File: config.mk
export PLATFORM = sky130hd
export DESIGN_NAME = semaforo_req_timer
export DESIGN_NICKNAME = d
export VERILOG_FILES = /design/src/rtl/semaforo_pkg.sv /design/src/rtl/semaforo_debounce.sv /design/src/rtl/semaforo_req_timer.sv
export SDC_FILE = /design/constraint.sdc
export NUM_CORES = 1
export LEC_CHECK = 0
export CAP_MARGIN = 20
export CORE_MARGIN = 10
export CORE_UTILIZATION = 45
export DETAILED_ROUTE_END_ITERATION = 8
export GPL_ROUTABILITY_DRIVEN = 1
export GPL_TIMING_DRIVEN = 0
export PLACE_DENSITY = 0.74
export SLEW_MARGIN = 20
export SYNTH_ARGS = -nofsm -noshare
export SYNTH_HDL_FRONTEND = slang
export SYNTH_SLANG_ARGS = --single-unit
File: constraint.sdc
create_clock -name clk -period 2.3 [get_ports clk]
set_input_delay 0.23 -clock clk [delete_from_list [all_inputs] [get_ports clk]]
set_output_delay 0.23 -clock clk [all_outputs]
set_load 0.05 [all_outputs]
File: src/rtl/semaforo_pkg.sv
// Shared semaforo definitions: request/light state codes,
// parameter defaults and counter helpers.
package semaforo_pkg;

  localparam int DEB_CYCLES_DEF = 4;
  localparam int MIN_GREEN_DEF  = 8;
  localparam int RED_CYCLES_DEF = 16;
  localparam int CNT_W          = 8;

  typedef logic [CNT_W-1:0] cnt_t;

  typedef enum logic [1:0] {
    REQ_IDLE   = 2'b00,
    REQ_PEND   = 2'b01,
    REQ_ASSERT = 2'b10
  } req_state_t;

  typedef enum logic [1:0] {
    LT_GRN = 2'b00,
    LT_YLW = 2'b01,
    LT_RED = 2'b10
  } light_state_t;

  function automatic cnt_t sat_inc(
    input cnt_t v,
    input cnt_t lim
  );
    return (v >= lim) ? lim : v + 8'd1;
  endfunction

endpackage

File: src/rtl/semaforo_debounce.sv
// Two-flop synchronizer followed by a level debouncer that
// needs DEB_CYCLES consecutive differing samples to toggle.
module semaforo_debounce
  import semaforo_pkg::*;
#(
  parameter int DEB_CYCLES = DEB_CYCLES_DEF
) (
  input  logic clk,
  input  logic rst_n,
  input  logic din,
  output logic dout
);

  localparam cnt_t LAST = CNT_W'(DEB_CYCLES - 1);

  logic s1;
  logic s2;
  logic db;
  cnt_t cnt;

  // metastability guard for the asynchronous sensor
  always_ff @(posedge clk or negedge rst_n) begin
    if (!rst_n) begin
      s1 <= 1'b0;
      s2 <= 1'b0;
    end else begin
      s1 <= din;
      s2 <= s1;
    end
  end

  // count differing samples; toggle once the run is long enough
  always_ff @(posedge clk or negedge rst_n) begin
    if (!rst_n) begin
      db  <= 1'b0;
      cnt <= '0;
    end else if (s2 == db) begin
      cnt <= '0;
    end else if (cnt == LAST) begin
      db  <= ~db;
      cnt <= '0;
    end else begin
      cnt <= cnt + 8'd1;
    end
  end

  assign dout = db;

endmodule

File: src/rtl/semaforo_req_timer.sv
// Car request qualifier and red-phase timer for the
// semaforo light controller.
module semaforo_req_timer
  import semaforo_pkg::*;
#(
  parameter int DEB_CYCLES = DEB_CYCLES_DEF,
  parameter int MIN_GREEN  = MIN_GREEN_DEF,
  parameter int RED_CYCLES = RED_CYCLES_DEF
) (
  input  logic clk,
  input  logic rst_n,
  input  logic SENSOR,
  input  logic GRN,
  input  logic YLW,
  input  logic RED,
  output logic CAR,
  output logic TIMEOUT
);

  localparam cnt_t MG = CNT_W'(MIN_GREEN);
  localparam cnt_t RC = CNT_W'(RED_CYCLES);

  logic       db;
  cnt_t       g_cnt;
  cnt_t       r_cnt;
  req_state_t state;
  req_state_t state_nxt;

  semaforo_debounce #(
    .DEB_CYCLES(DEB_CYCLES)
  ) u_deb (
    .clk  (clk),
    .rst_n(rst_n),
    .din  (SENSOR),
    .dout (db)
  );

  // green and red run-length counters, saturating
  always_ff @(posedge clk or negedge rst_n) begin
    if (!rst_n) begin
      g_cnt <= '0;
      r_cnt <= '0;
    end else begin
      g_cnt <= GRN ? sat_inc(g_cnt, MG) : '0;
      r_cnt <= RED ? sat_inc(r_cnt, RC) : '0;
    end
  end

  // request state register
  always_ff @(posedge clk or negedge rst_n) begin
    if (!rst_n) begin
      state <= REQ_IDLE;
    end else begin
      state <= state_nxt;
    end
  end

  // request transitions; a pending request survives db falling
  always_comb begin
    state_nxt = REQ_IDLE;
    unique case (state)
      REQ_IDLE:
        state_nxt = db ? REQ_PEND : REQ_IDLE;
      REQ_PEND:
        state_nxt = (GRN && (g_cnt == MG))
                  ? REQ_ASSERT : REQ_PEND;
      REQ_ASSERT:
        state_nxt = YLW ? REQ_IDLE : REQ_ASSERT;
      default:
        state_nxt = REQ_IDLE;
    endcase
  end

  assign CAR     = (state == REQ_ASSERT);
  assign TIMEOUT = RED && (r_cnt == RC);

endmodule

# Word-level counts from Yosys, hierarchy flattened
# Index checks and enable logic that the tools add are counted.
[totals] mem_bits_rw=0 romBits=0 latch_bits=0 regBits=29 out_inout_bits=2 elab_cells=34 memories=0
[op_classes] eq_ne=6 n_addsub=3 bitwise=2 div=0 magnitude_cmp=2 shifts=0 n_reduce_logical=4 mux=10 multipliers=0
[op_table] cell="2-to-1 mux 8 bit" n=6
[op_table] cell="adder 8 x 1 -> 8 bit (second input constant)" n=3
[op_table] cell="== test 8 x 2 -> 1 bit (second input constant)" n=1
[op_table] cell="== test 8 x 4 -> 1 bit (second input constant)" n=1
[op_table] cell="== test 8 x 5 -> 1 bit (second input constant)" n=1
[op_table] cell=">= comparator 8 x 4 -> 1 bit (second input constant)" n=1
[op_table] cell=">= comparator 8 x 5 -> 1 bit (second input constant)" n=1
[op_table] cell="one-hot mux 2 bit (3 select lines)" n=1
[op_table] cell="2-to-1 mux 2 bit" n=2
[op_table] cell="== test 2 x 1 -> 1 bit (second input constant)" n=1
[op_table] cell="== test 2 bit (second input constant)" n=1
[op_table] cell="logical AND 1 bit" n=2
[op_table] cell="logical NOT 2 bit" n=1
[op_table] cell="inverter 1 bit" n=2
[op_table] cell="AND reduction 2 bit" n=1
[op_table] cell="== test 1 bit" n=1
[op_table] cell="2-to-1 mux 1 bit" n=1

# Logic depth before layout (Yosys ltp)
[logic_depth] word_depth=4 ltp_mapped=5 depth_no_buf=5

# Hierarchy
# From an unflattened synthesis, not the netlist that was laid out.
[unflattened] cells_unflattened=103 hier_area_um2=1207.4
[modules_own_cells] mod="semaforo_req_timer" cells_each=59 area_each_um2=714.4 instances=1 seq_area_each_um2=450.4
[modules_own_cells] mod="semaforo_debounce" cells_each=44 area_each_um2=493.0 instances=1 seq_area_each_um2=275.3

# Worst setup path before layout
# OpenSTA, ideal clock, no wires.
[synth_timing] path_kind="flip-flop to output port" start="register r_cnt[2]" end="output port TIMEOUT" stages_incl_launch_ff=4 arrival_time_ns=2.123 slack_ns=-0.053 cell_sequence="dfrtp_1 nor3b_1 nand3_1 nor4_1"
[synth_between] elab_chain_len=2
[synth_lines] element="from (decl)" line_no="semaforo_req_timer.sv:25" source="cnt_t r_cnt;"
[synth_lines] element="from (signal assigned)" line_no="semaforo_req_timer.sv:45" source="r_cnt <= RED ? sat_inc(r_cnt, RC) : '0;"
[synth_lines] element="== test 8 x 5 -> 1 bit" line_no="semaforo_req_timer.sv:75" source="assign TIMEOUT = RED && (r_cnt == RC);"
[synth_lines] element="logical AND 1 bit" line_no="semaforo_req_timer.sv:75"
[synth_lines] element="to (decl)" line_no="semaforo_req_timer.sv:17" source="output logic TIMEOUT"
# Every way passes these cells.

# Final worst setup path
# Same ends and word-level chain as after synthesis.

==> results.tsv <==
metric	value	unit
Top FF cell, synth	dfrtp_1	
VDD IR max	742.7	uV
Clock Latency Late Sink	0.32	ns
required time of the critical path	2.07	ns
register area share after synthesis	60.61	%
Total GRT Usage	8.178	%
global-route wire length before repair	3318	um
DRT Pass-1 Iters	4	
Fillers	225	
Core Footprint	2500	sq um
Via Count	767	
ant diodes	0	
fin cells	152	
Layout Utilization	56.31	%
pwr dens	777.0	nW/um^2
Synth Register Bits	29	
Initial Util	47.90	%
CTS max path bufs	2	
Die Ht	71.59	um
cell count after placement	143	
syn avg cell area	11.97	sq um
Cell Area, Synth	1197	sq um
CTS tree	built	
kind of critical path	reg -> out	
Inserted Clock Buffers	5	
Unique masters post-synth	29	
Worst Setup Slack post-DPL	0.02152	ns
status	finished clean	
DRC	0	
commonest non-fill, non-tap cell in the layout	dfrtp_1	
register area	725.7	sq um
drt first-iter violations	42	
number of synthesized flops with an enable pin	0	
area delta synth->final	17.55	%
cells along the critical path	nor3b_1 > nand3_1 > nor4_2 > dlygate4sd2_1	
largest net degree at the start of global routing	30	
port bufs	7	
Fin Setup TNS	0	ns
Slew HR	57.84	%
area taken by multi-input logic gates	466.7	sq um
final slew viol count	0	
clock sink count	29	
fin crit share	87.62	%
CP peak stage delay	0.56	ns
num ports	8	
Async S/R FF share, synth	100.0	%
total congestion overflow	0	
Final nets	132	
Hold Path Depth	1	
routed vias/inst	5.046	
RSZ-0062 raised after global routing	false	
Hold WC Path Type	in -> reg	
Static Leakage	0.6238	nW
slowest stage cell, crit path	dlygate4sd2_1	
Arrival @ worst endpoint	1.79	ns
clk_skew	0.006574	ns
leading cell types in the layout, fill and taps excluded	dfrtp_1, nor2_1, nand3_1	
Worst-path clk slew	0.09	ns
Synth warnings	0	
path depth of the worst reg2reg path	4	
max frequency	496.2	MHz
antenna violations before repair	0	
Slew @ Worst Pin	0.6266	ns
Die Width	71.59	um
vias in the first global route	815	
Worst Path Max Fanout	4	
antenna-violating nets left	0	
Worst Setup Start Kind	register	
postcts setup bufs	0	
Worst Setup End Kind	output pin	
share of layout cells above drive strength 1	11.48	%
Final WS setup	0.2848	ns
Max Cap Viol	0	
post-DR wirelength/cell	12.52	um
CTS root buffer	clkbuf_4	
Rows	18	
Routed WL	1903	um
H-tree levels	2	
Final GP Congestion	0.7545	
endpoints failing hold	0	
Die Area	5124	sq um
hpwl dp	1361	um
cells after synthesis	100	
Final min period	2.015	ns
Setup-failing EPs final	0	
-- worst max-delay path, delay by kind of cell (launching register included) --
family / cells / cell delay, ns
buffers and inverters: 1 / 0.56
and+or+nand+nor: 3 / 0.48
DFF: 1 / 0.43
-- layout make-up --
class	count	area share (%)
flip-flops and latches	29	51.56
repair buffers	8	5.244
multi-input cells	69	33.16
well taps	30	2.667
inverters	7	1.867
plain buffers	1	0.5333
clock buffers	7	4.622
clock inverters	1	0.3556
-- report_power, final --
| part | total (W) | internal, W | switching (W) |
|---|---|---|---|
| clock network | 0.000345 | 0.000177 | 0.000168 |
| logic | 0.000164 | 0.0000727 | 0.0000909 |
| registers | 0.000585 | 0.000551 | 0.0000340 |
| total | 0.00109 | 0.000800 | 0.000293 |
-- logic make-up after synthesis --
family	after synthesis	synth area share [%]
and+or+nand+nor	37	17.24
AOI/OAI and AO/OA	12	7.732
muxes	1	0.9404
DFF	29	60.61
buffers and inverters	8	2.822
adders and majority gates	5	5.225
xor gates and xnor gates	7	5.120
other	1	0.3132
-- repair_timing --
item / in CTS / in global routing
hold buffers: 1 / 0
gates resized for setup: 1 / 0
endpoints found under the setup margin: 1 / 0
endpoints found under the hold margin: 29 / 0
-- registers in the layout (all words and copies together) (netlist names) --
register / cells
g_cnt: 8
r_cnt: 8
state: 2
u_deb.cnt: 8
u_deb.dout: 1
u_deb.s1: 1
u_deb.s2: 1
-- path summary, 6_finish.rpt --
check,startpoint,to,slack [ns]
setup / recovery,r_cnt[2]$_DFF_PN0_,TIMEOUT,0.28
hold / removal,SENSOR,u_deb.s1$_DFF_PN0_,0.34
setup reg to reg,u_deb.cnt[0]$_DFF_PN0_,u_deb.cnt[4]$_DFF_PN0_,0.44
hold reg to reg,u_deb.s1$_DFF_PN0_,u_deb.s2$_DFF_PN0_,0.36
max in group asynchronous,rst_n,g_cnt[5]$_DFF_PN0_,1.45
min in group asynchronous,rst_n,u_deb.cnt[5]$_DFF_PN0_,0.44
-- cells in the mapped netlist, drive strengths merged, types with 2 or more instances --
cell,instances,area (sq um)
dfrtp,29,725.7
nor2,12,45.04
nand3,8,40.04
inv,7,26.28
ha,5,62.56
nor4,4,31.28
o21ai,4,20.01
xor2,4,35.03
a21oi,3,15.01
or3,3,18.77
xnor2,3,26.28
a21boi,2,15.01
nand2,2,7.510
-- through the flow --
stage | hold slack [ns] | instance area, sq um | total power [W]
floorplan | -0.06559 | 1226 | 0.0007106
global placement | 0.3339 | 1334 | 0.0007515
detailed placement | 0.2750 | 1329 | 0.0007589
CTS | 0.3302 | 1408 | 0.001109
global route | 0.3269 | 1408 | 0.001160
finish | 0.3398 | 1408 | 0.001094
-- metal layers --
metal  vias to the layer above  global-route usage (%)  part of all wire [%]  wire [um]
li1                        379                       -                     -          -
met1                       371                   7.524                    40        768
met2                        12                   14.12                    51        975
met3                         5                   3.857                   6.1        116
met4                         0                   5.376                   2.2         42
met5                         -                       0                     0          0
Note: power is estimated with default switching activity, not from simulation.
